==> src/rtl/dtree_pkg.sv <==
// Shared definitions for the sequential decision-tree evaluator.
// Node word layout (MSB..LSB): {leaf, fidx, prec, thr, left, right}.
package dtree_pkg;

  typedef enum logic [1:0] {
    StIdle,
    StWalk,
    StDone
  } dtree_state_e;

  // clog2 that never yields a zero-width field
  function automatic int unsigned clog2_min1(input int unsigned n);
    return (n <= 1) ? 1 : $clog2(n);
  endfunction

  function automatic int unsigned right_lsb();
    return 0;
  endfunction

  function automatic int unsigned left_lsb(input int unsigned nidx_w);
    return nidx_w;
  endfunction

  function automatic int unsigned thr_lsb(input int unsigned nidx_w);
    return 2 * nidx_w;
  endfunction

  function automatic int unsigned prec_lsb(input int unsigned nidx_w, input int unsigned feat_w);
    return thr_lsb(nidx_w) + feat_w;
  endfunction

  function automatic int unsigned fidx_lsb(input int unsigned nidx_w, input int unsigned feat_w,
                                           input int unsigned prec_w);
    return prec_lsb(nidx_w, feat_w) + prec_w;
  endfunction

  function automatic int unsigned leaf_bit(input int unsigned nidx_w, input int unsigned feat_w,
                                           input int unsigned prec_w, input int unsigned fidx_w);
    return fidx_lsb(nidx_w, feat_w, prec_w) + fidx_w;
  endfunction

  function automatic int unsigned node_w(input int unsigned nidx_w, input int unsigned feat_w,
                                         input int unsigned prec_w, input int unsigned fidx_w);
    return leaf_bit(nidx_w, feat_w, prec_w, fidx_w) + 1;
  endfunction

  // A leaf carries its class in the low bits of the left-child field
  function automatic int unsigned leaf_class(input int unsigned left, input int unsigned class_w);
    return left & ((32'd1 << class_w) - 32'd1);
  endfunction

endpackage

==> src/rtl/dtree_node_cmp.sv <==
// Single-node evaluation: feature select, precision truncation, threshold compare.
// Purely combinational so it can be shared with the ensemble block.
module dtree_node_cmp #(
  parameter int unsigned N_FEAT = 18,
  parameter int unsigned FEAT_W = 8,
  parameter int unsigned FIDX_W = 5,
  parameter int unsigned PREC_W = 4,
  parameter int unsigned NIDX_W = 6
) (
  input  logic [N_FEAT*FEAT_W-1:0] feat,
  input  logic [FIDX_W-1:0]        fidx,
  input  logic [PREC_W-1:0]        prec,
  input  logic [FEAT_W-1:0]        thr,
  input  logic [NIDX_W-1:0]        left,
  input  logic [NIDX_W-1:0]        right,
  output logic                     take_left,
  output logic [NIDX_W-1:0]        next_ptr
);

  logic [FEAT_W-1:0] sel;
  logic [FEAT_W-1:0] top;
  int unsigned       p_eff;

  // Feature mux; an out-of-range index selects zero and is flagged by the caller
  always_comb begin
    sel = '0;
    for (int k = 0; k < N_FEAT; k++) begin
      if (fidx == FIDX_W'(k)) sel = feat[k*FEAT_W +: FEAT_W];
    end
  end

  // Keep the top p_eff bits (zero-extended); prec=0 gives 0, which is always <= thr
  always_comb begin
    p_eff     = (32'(prec) > FEAT_W) ? FEAT_W : 32'(prec);
    top       = sel >> (FEAT_W - p_eff);
    take_left = (top <= thr);
    next_ptr  = take_left ? left : right;
  end

endmodule

==> src/rtl/seq_dtree_eval.sv <==
// Sequential decision-tree classifier: walks one node per clock from a run-time
// loaded node table. Optional macro DTREE_DEPTH_OUT_EN adds out_depth (comparisons made).
module seq_dtree_eval
  import dtree_pkg::*;
#(
  parameter int unsigned N_FEAT    = 18,
  parameter int unsigned FEAT_W    = 8,
  parameter int unsigned N_NODES   = 64,
  parameter int unsigned MAX_DEPTH = 15,
  parameter int unsigned CLASS_W   = 2,
  localparam int unsigned FIDX_W   = clog2_min1(N_FEAT),
  localparam int unsigned NIDX_W   = clog2_min1(N_NODES),
  localparam int unsigned PREC_W   = clog2_min1(FEAT_W + 1),
  localparam int unsigned NODE_W   = node_w(NIDX_W, FEAT_W, PREC_W, FIDX_W),
  localparam int unsigned DEPTH_W  = clog2_min1(MAX_DEPTH + 1)
) (
  input  logic                     clk,
  input  logic                     rst_n,
  input  logic                     in_valid,
  output logic                     in_ready,
  input  logic [N_FEAT*FEAT_W-1:0] in_feat,
  output logic                     out_valid,
  input  logic                     out_ready,
  output logic [CLASS_W-1:0]       out_class,
  output logic                     out_err,
  input  logic                     cfg_we,
  input  logic [NIDX_W-1:0]        cfg_addr,
  input  logic [NODE_W-1:0]        cfg_wdata
`ifdef DTREE_DEPTH_OUT_EN
  ,
  output logic [DEPTH_W-1:0]       out_depth
`endif
);

  localparam int unsigned RightLsb = right_lsb();
  localparam int unsigned LeftLsb  = left_lsb(NIDX_W);
  localparam int unsigned ThrLsb   = thr_lsb(NIDX_W);
  localparam int unsigned PrecLsb  = prec_lsb(NIDX_W, FEAT_W);
  localparam int unsigned FidxLsb  = fidx_lsb(NIDX_W, FEAT_W, PREC_W);
  localparam int unsigned LeafBit  = leaf_bit(NIDX_W, FEAT_W, PREC_W, FIDX_W);

  dtree_state_e              state_q, state_d;
  logic [NIDX_W-1:0]         ptr_q, ptr_d;
  logic [DEPTH_W-1:0]        depth_q, depth_d;
  logic [N_FEAT*FEAT_W-1:0]  feat_q;
  logic [CLASS_W-1:0]        class_q, class_d;
  logic                      err_q, err_d;

  logic [NODE_W-1:0]         mem [N_NODES];
  logic [NODE_W-1:0]         node;
  logic                      tbl_we;
  logic                      accept;
  logic                      take_left;
  logic [NIDX_W-1:0]         next_ptr;
  logic                      fidx_bad;
  logic                      depth_max;

  assign accept = in_valid && in_ready;
  assign tbl_we = cfg_we && (state_q == StIdle) && (32'(cfg_addr) < N_NODES);

  // Node table write port; contents survive reset
  always_ff @(posedge clk) begin
    if (tbl_we) mem[cfg_addr] <= cfg_wdata;
  end

  // Out-of-range pointers read as an all-zero node (non-leaf, goes left to node 0)
  assign node = (32'(ptr_q) < N_NODES) ? mem[ptr_q] : '0;

  dtree_node_cmp #(
    .N_FEAT (N_FEAT),
    .FEAT_W (FEAT_W),
    .FIDX_W (FIDX_W),
    .PREC_W (PREC_W),
    .NIDX_W (NIDX_W)
  ) u_cmp (
    .feat      (feat_q),
    .fidx      (node[FidxLsb +: FIDX_W]),
    .prec      (node[PrecLsb +: PREC_W]),
    .thr       (node[ThrLsb +: FEAT_W]),
    .left      (node[LeftLsb +: NIDX_W]),
    .right     (node[RightLsb +: NIDX_W]),
    .take_left (take_left),
    .next_ptr  (next_ptr)
  );

  assign fidx_bad  = (32'(node[FidxLsb +: FIDX_W]) >= N_FEAT);
  assign depth_max = (depth_q == DEPTH_W'(MAX_DEPTH));

  // State, pointer and result registers
  always_ff @(posedge clk or negedge rst_n) begin
    if (!rst_n) begin
      state_q <= StIdle;
      ptr_q   <= '0;
      depth_q <= '0;
      class_q <= '0;
      err_q   <= 1'b0;
    end else begin
      state_q <= state_d;
      ptr_q   <= ptr_d;
      depth_q <= depth_d;
      class_q <= class_d;
      err_q   <= err_d;
    end
  end

  // Feature latch, loaded only on accept
  always_ff @(posedge clk or negedge rst_n) begin
    if (!rst_n) feat_q <= '0;
    else if (accept) feat_q <= in_feat;
  end

  // Next-state and walk logic
  always_comb begin
    state_d = state_q;
    ptr_d   = ptr_q;
    depth_d = depth_q;
    class_d = class_q;
    err_d   = err_q;
    unique case (state_q)
      StIdle: begin
        if (accept) begin
          ptr_d   = '0;
          depth_d = '0;
          state_d = StWalk;
        end
      end
      StWalk: begin
        if (node[LeafBit]) begin
          class_d = CLASS_W'(leaf_class(32'(node[LeftLsb +: NIDX_W]), CLASS_W));
          err_d   = 1'b0;
          state_d = StDone;
        end else if (fidx_bad || depth_max) begin
          class_d = '0;
          err_d   = 1'b1;
          state_d = StDone;
        end else begin
          ptr_d   = next_ptr;
          depth_d = depth_q + DEPTH_W'(1);
        end
      end
      StDone: begin
        if (out_ready) state_d = StIdle;
      end
      default: state_d = StIdle;
    endcase
  end

  // Ready is held low while reset is asserted
  assign in_ready  = rst_n && (state_q == StIdle);
  assign out_valid = (state_q == StDone);
  assign out_class = class_q;
  assign out_err   = err_q;

`ifdef DTREE_DEPTH_OUT_EN
  logic [DEPTH_W-1:0] odepth_q;

  // Comparisons made on the path, captured when the walk ends
  always_ff @(posedge clk or negedge rst_n) begin
    if (!rst_n) odepth_q <= '0;
    else if (state_q == StWalk && state_d == StDone) odepth_q <= depth_q;
  end

  assign out_depth = odepth_q;
`endif

endmodule

==> config.mk <==
export PLATFORM = sky130hd
export DESIGN_NAME = seq_dtree_eval
export DESIGN_NICKNAME = d
export VERILOG_FILES = /design/src/rtl/dtree_pkg.sv /design/src/rtl/dtree_node_cmp.sv /design/src/rtl/seq_dtree_eval.sv
export SDC_FILE = /design/constraint.sdc
export NUM_CORES = 2
export LEC_CHECK = 0
export CAP_MARGIN = 30
export CORE_MARGIN = 3
export CORE_UTILIZATION = 24
export DETAILED_ROUTE_END_ITERATION = 6
export GPL_ROUTABILITY_DRIVEN = 0
export HOLD_SLACK_MARGIN = 0.06
export PLACE_DENSITY = 0.34
export SKIP_LAST_GASP = 1
export SLEW_MARGIN = 20
export SYNTH_ARGS = -nofsm -noshare
export SYNTH_HDL_FRONTEND = slang
export SYNTH_HIERARCHICAL = 1
export SYNTH_SLANG_ARGS = --single-unit
==> constraint.sdc <==
create_clock -name clk -period 19.5 [get_ports clk]
set_input_delay 3.9 -clock clk [delete_from_list [all_inputs] [get_ports clk]]
set_output_delay 3.9 -clock clk [all_outputs]
set_load 0.05 [all_outputs]
==> summary.txt <==
Run status
  – Status: complete, no violations

Clock network
  – Max clock buf depth: 4
  – Post-CTS Setup Bufs: 0
  – Root Driver: clkbuf_16
  – Worst-Skew Late Latency: between 800 and 900 ps
  – Total CTS buffers: about 240
  – Clock-pin slew on the worst setup and hold paths: ~50 ps
  – CTS tree: built
  – CTS Sinks: roughly 2100
  – Hold_buf cts: 0
  – Post-cts sizing count: 0
  – Depth of the CTS H-tree: 4

Setup path
  – Setup CP Type: input pin to primary output
  – FF-to-FF Start: ptr_q[1]
  – WP data arrival: 5240 ps
  – R2r setup slk: 10470 ps
  – CP Max Fanout: 44
  – Endpoint class of the critical path: primary output
  – FF-to-FF End: ptr_q[4]
  – Startpoint Class: input pin
  – CP required: 15600 ps
  – FF-to-FF path depth: 25

Hold path
  – Worst hold path depth: 1
  – Min-delay src: depth_q[3]
  – Worst min path class: register to register
  – Hold endpoint: depth_q[3]

Die
  – Die Span Y: 588 microns
  – Starting density of the core: 0.242
  – Core ar.: between 0.3 and 0.4 sq mm
  – # rows: 213
  – # IOs: 190
  – Die Span X: slightly below 600 microns
  – Die Area: roughly 0.35 sq mm

Synth
  – Leading register cell type out of synthesis: edfxtp_1
  – Synth async-reset ratio: 0.0765
  – Post-synth top area share: 0.708
  – Avg Inst Size Synth: about 23 sq um
  – Synth warnings: 6
  – Yosys reg bits: slightly above 2000
  – Post-synth EDFFs: ~1900
  – Synthesized Nets: ~3800
  – Cells after synthesis: between 3000 and 4000
  – Mapped cell area: 0.0814 sq mm
  – Yosys top cell by area: edfxtp_1
  – Largest cells by area after synthesis: edfxtp_1 (71%), mux4_2 (17%), dfrtp_1 (4.9%), mux2_2 (2.2%), mux2i_1 (0.52%)
  – Register area share after synthesis: 0.757
  – Post-synth cell types: 73

STA
  – Crit share post-route: 0.469
  – Final Setup Violations: 0
  – RSZ-0062 raised after global routing: no
  – Crit path time final: 9140 ps
  – Max Clock Skew: 37.5 ps
  – Final WS setup: between 10000 and 15000 ps
  – FMAX: approximately 110 MHz
  – Slew HR: 0.327
  – Hold Slack: 499 ps
  – Hold Violations, Final: 0
  – Slew at the pin with the worst max-slew slack: between 1000 and 1500 ps
  – Final Max Tran Viols: 0
  – TNS Setup: 0 ps

Routing
  – WL/cell: 31.6 microns
  – DRT Wirelength: around 270000 microns
  – Drt drc: 0
  – DR vias: approximately 39000
  – DRT iter0 DRCs: between 3000 and 4000
  – Drt first pass iters: 6
  – Number of vias per cell: roughly 4.5
  – Post-route ant nets: 0

Flow run
  – Max-Cap Viols: 0

Power
  – Static Leakage: 29.4 nW
  – Peak supply drop: 73.6 uV
  – Power per cell area: between 100 and 150 mW/mm^2
  – Total power: 12.3 mW

Cells and area
  – NumNets Final: between 4000 and 5000
  – Commonest non-fill, non-tap cells in the layout: edfxtp_1 (1920), mux4_2 (604), clkbuf_16 (240), mux2_2 (159), clkdlybuf4s50_1 (158)
  – Fillcell total: around 33000
  – Multi-input gate area: 0.0192 sq mm
  – Commonest non-fill, non-tap cell in the layout: edfxtp_1
  – Final core utilization: 0.288
  – Area Growth Syn to Fin: 19.1%
  – Sequential standard cell area: 0.0616 sq mm
  – Layout cells sized above 1: 0.317

Place
  – Setup WS pre-CTS: ~10000 ps
  – HPWL Detailed: 156000 microns
  – IO buf count: 189

Global routing
  – First-pass GRT wire length: about 370000 microns
  – Initial antenna violation count: 41
  – Pin count of the biggest net entering global routing: 90
  – Vias in the first global route: approximately 41000
  – Total track usage: 0.156
  – Total grt overflow: 0
[area by class of cell]
cell class,count,area share
Clock inverter,119,0.00854
Multi-Input combinational cell,1297,0.198
Timing Repair Buffer,332,0.0326
Clock buffer,306,0.0650
Antenna cell,16,0.000413
Inverter,26,0.00108
Tap cell,4515,0.0583
Sequential cell,2079,0.636
[state kept, by name, summed over array words and instances (netlist names)]
name and count:
depth_q 4, feat_q 144, mem 1920, out_class 2, out_err 1, ptr_q 6, state_q 2
[kinds of logic (layout without fill, tap and decap cells)]
| family | after synthesis | in the layout | synth area share |
|---|---|---|---|
| xor gates and xnor gates | 1 | 1 | 0.000108 |
| adders and majority gates | 10 | 10 | 0.00154 |
| AOI/OAI and AO/OA | 180 | 180 | 0.0156 |
| other | 0 | 16 | 0 |
| muxes | 808 | 808 | 0.195 |
| buffers and inverters | 222 | 783 | 0.0130 |
| and+or+nand+nor | 298 | 298 | 0.0182 |
| DFF | 2079 | 2079 | 0.757 |
[metal layers]
metal / up-vias / track usage / part of all wire
li1: 16100 / - / -
met1: 21800 / 0.221 / 0.46
met2: 1156 / 0.241 / 0.45
met4: 10 / 0.0392 / 0.025
met3: 376 / 0.0349 / 0.063
met5: - / 0 / 0.00017
[report_power, final]
part | leakage (nW) | switching, mW | internal (mW)
clock | 3.48 | 1.81 | 2.37
combinational | 6.81 | 1.65 | 1.22
sequential | 19.2 | 0.181 | 5.06
[worst max-delay path by stage]
stage,start,endpoint,cells after the start
finish,rst_n,in_ready,3
global route,ptr_q[1],ptr_q[3],25
CTS,rst_n,in_ready,3
detailed placement,rst_n,in_ready,3
global placement,rst_n,in_ready,3
floorplan,rst_n,in_ready,1
[per-stage QoR]
step                      cells  cell area (sq um)
after CTS                  8668              96800
after global placement     8231              89400
final                      8690              96900
after detailed placement   8243              89600
after global routing       8677              96900
after floorplan            3598              81400
[worst max-delay path, cell delays in order]
cell and delay [ps]:
buf_6 340, and2_1 190, clkdlybuf4s50_1 800
[synth_stat cells, types with 14 or more instances]
library cell  count
edfxtp_1       1920
mux4_2          604
dfrtp_1         159
mux2_2          159
nor2_1          104
clkbuf_1         84
buf_2            75
nand2_1          61
mux2i_1          42
o21ai_0          35
nand3_1          29
a21oi_1          24
inv_1            23
nand2b_1         18
nor2b_1          16
nor3_1           15
nand3b_1         14
Power figures use the tool's default switching activity.
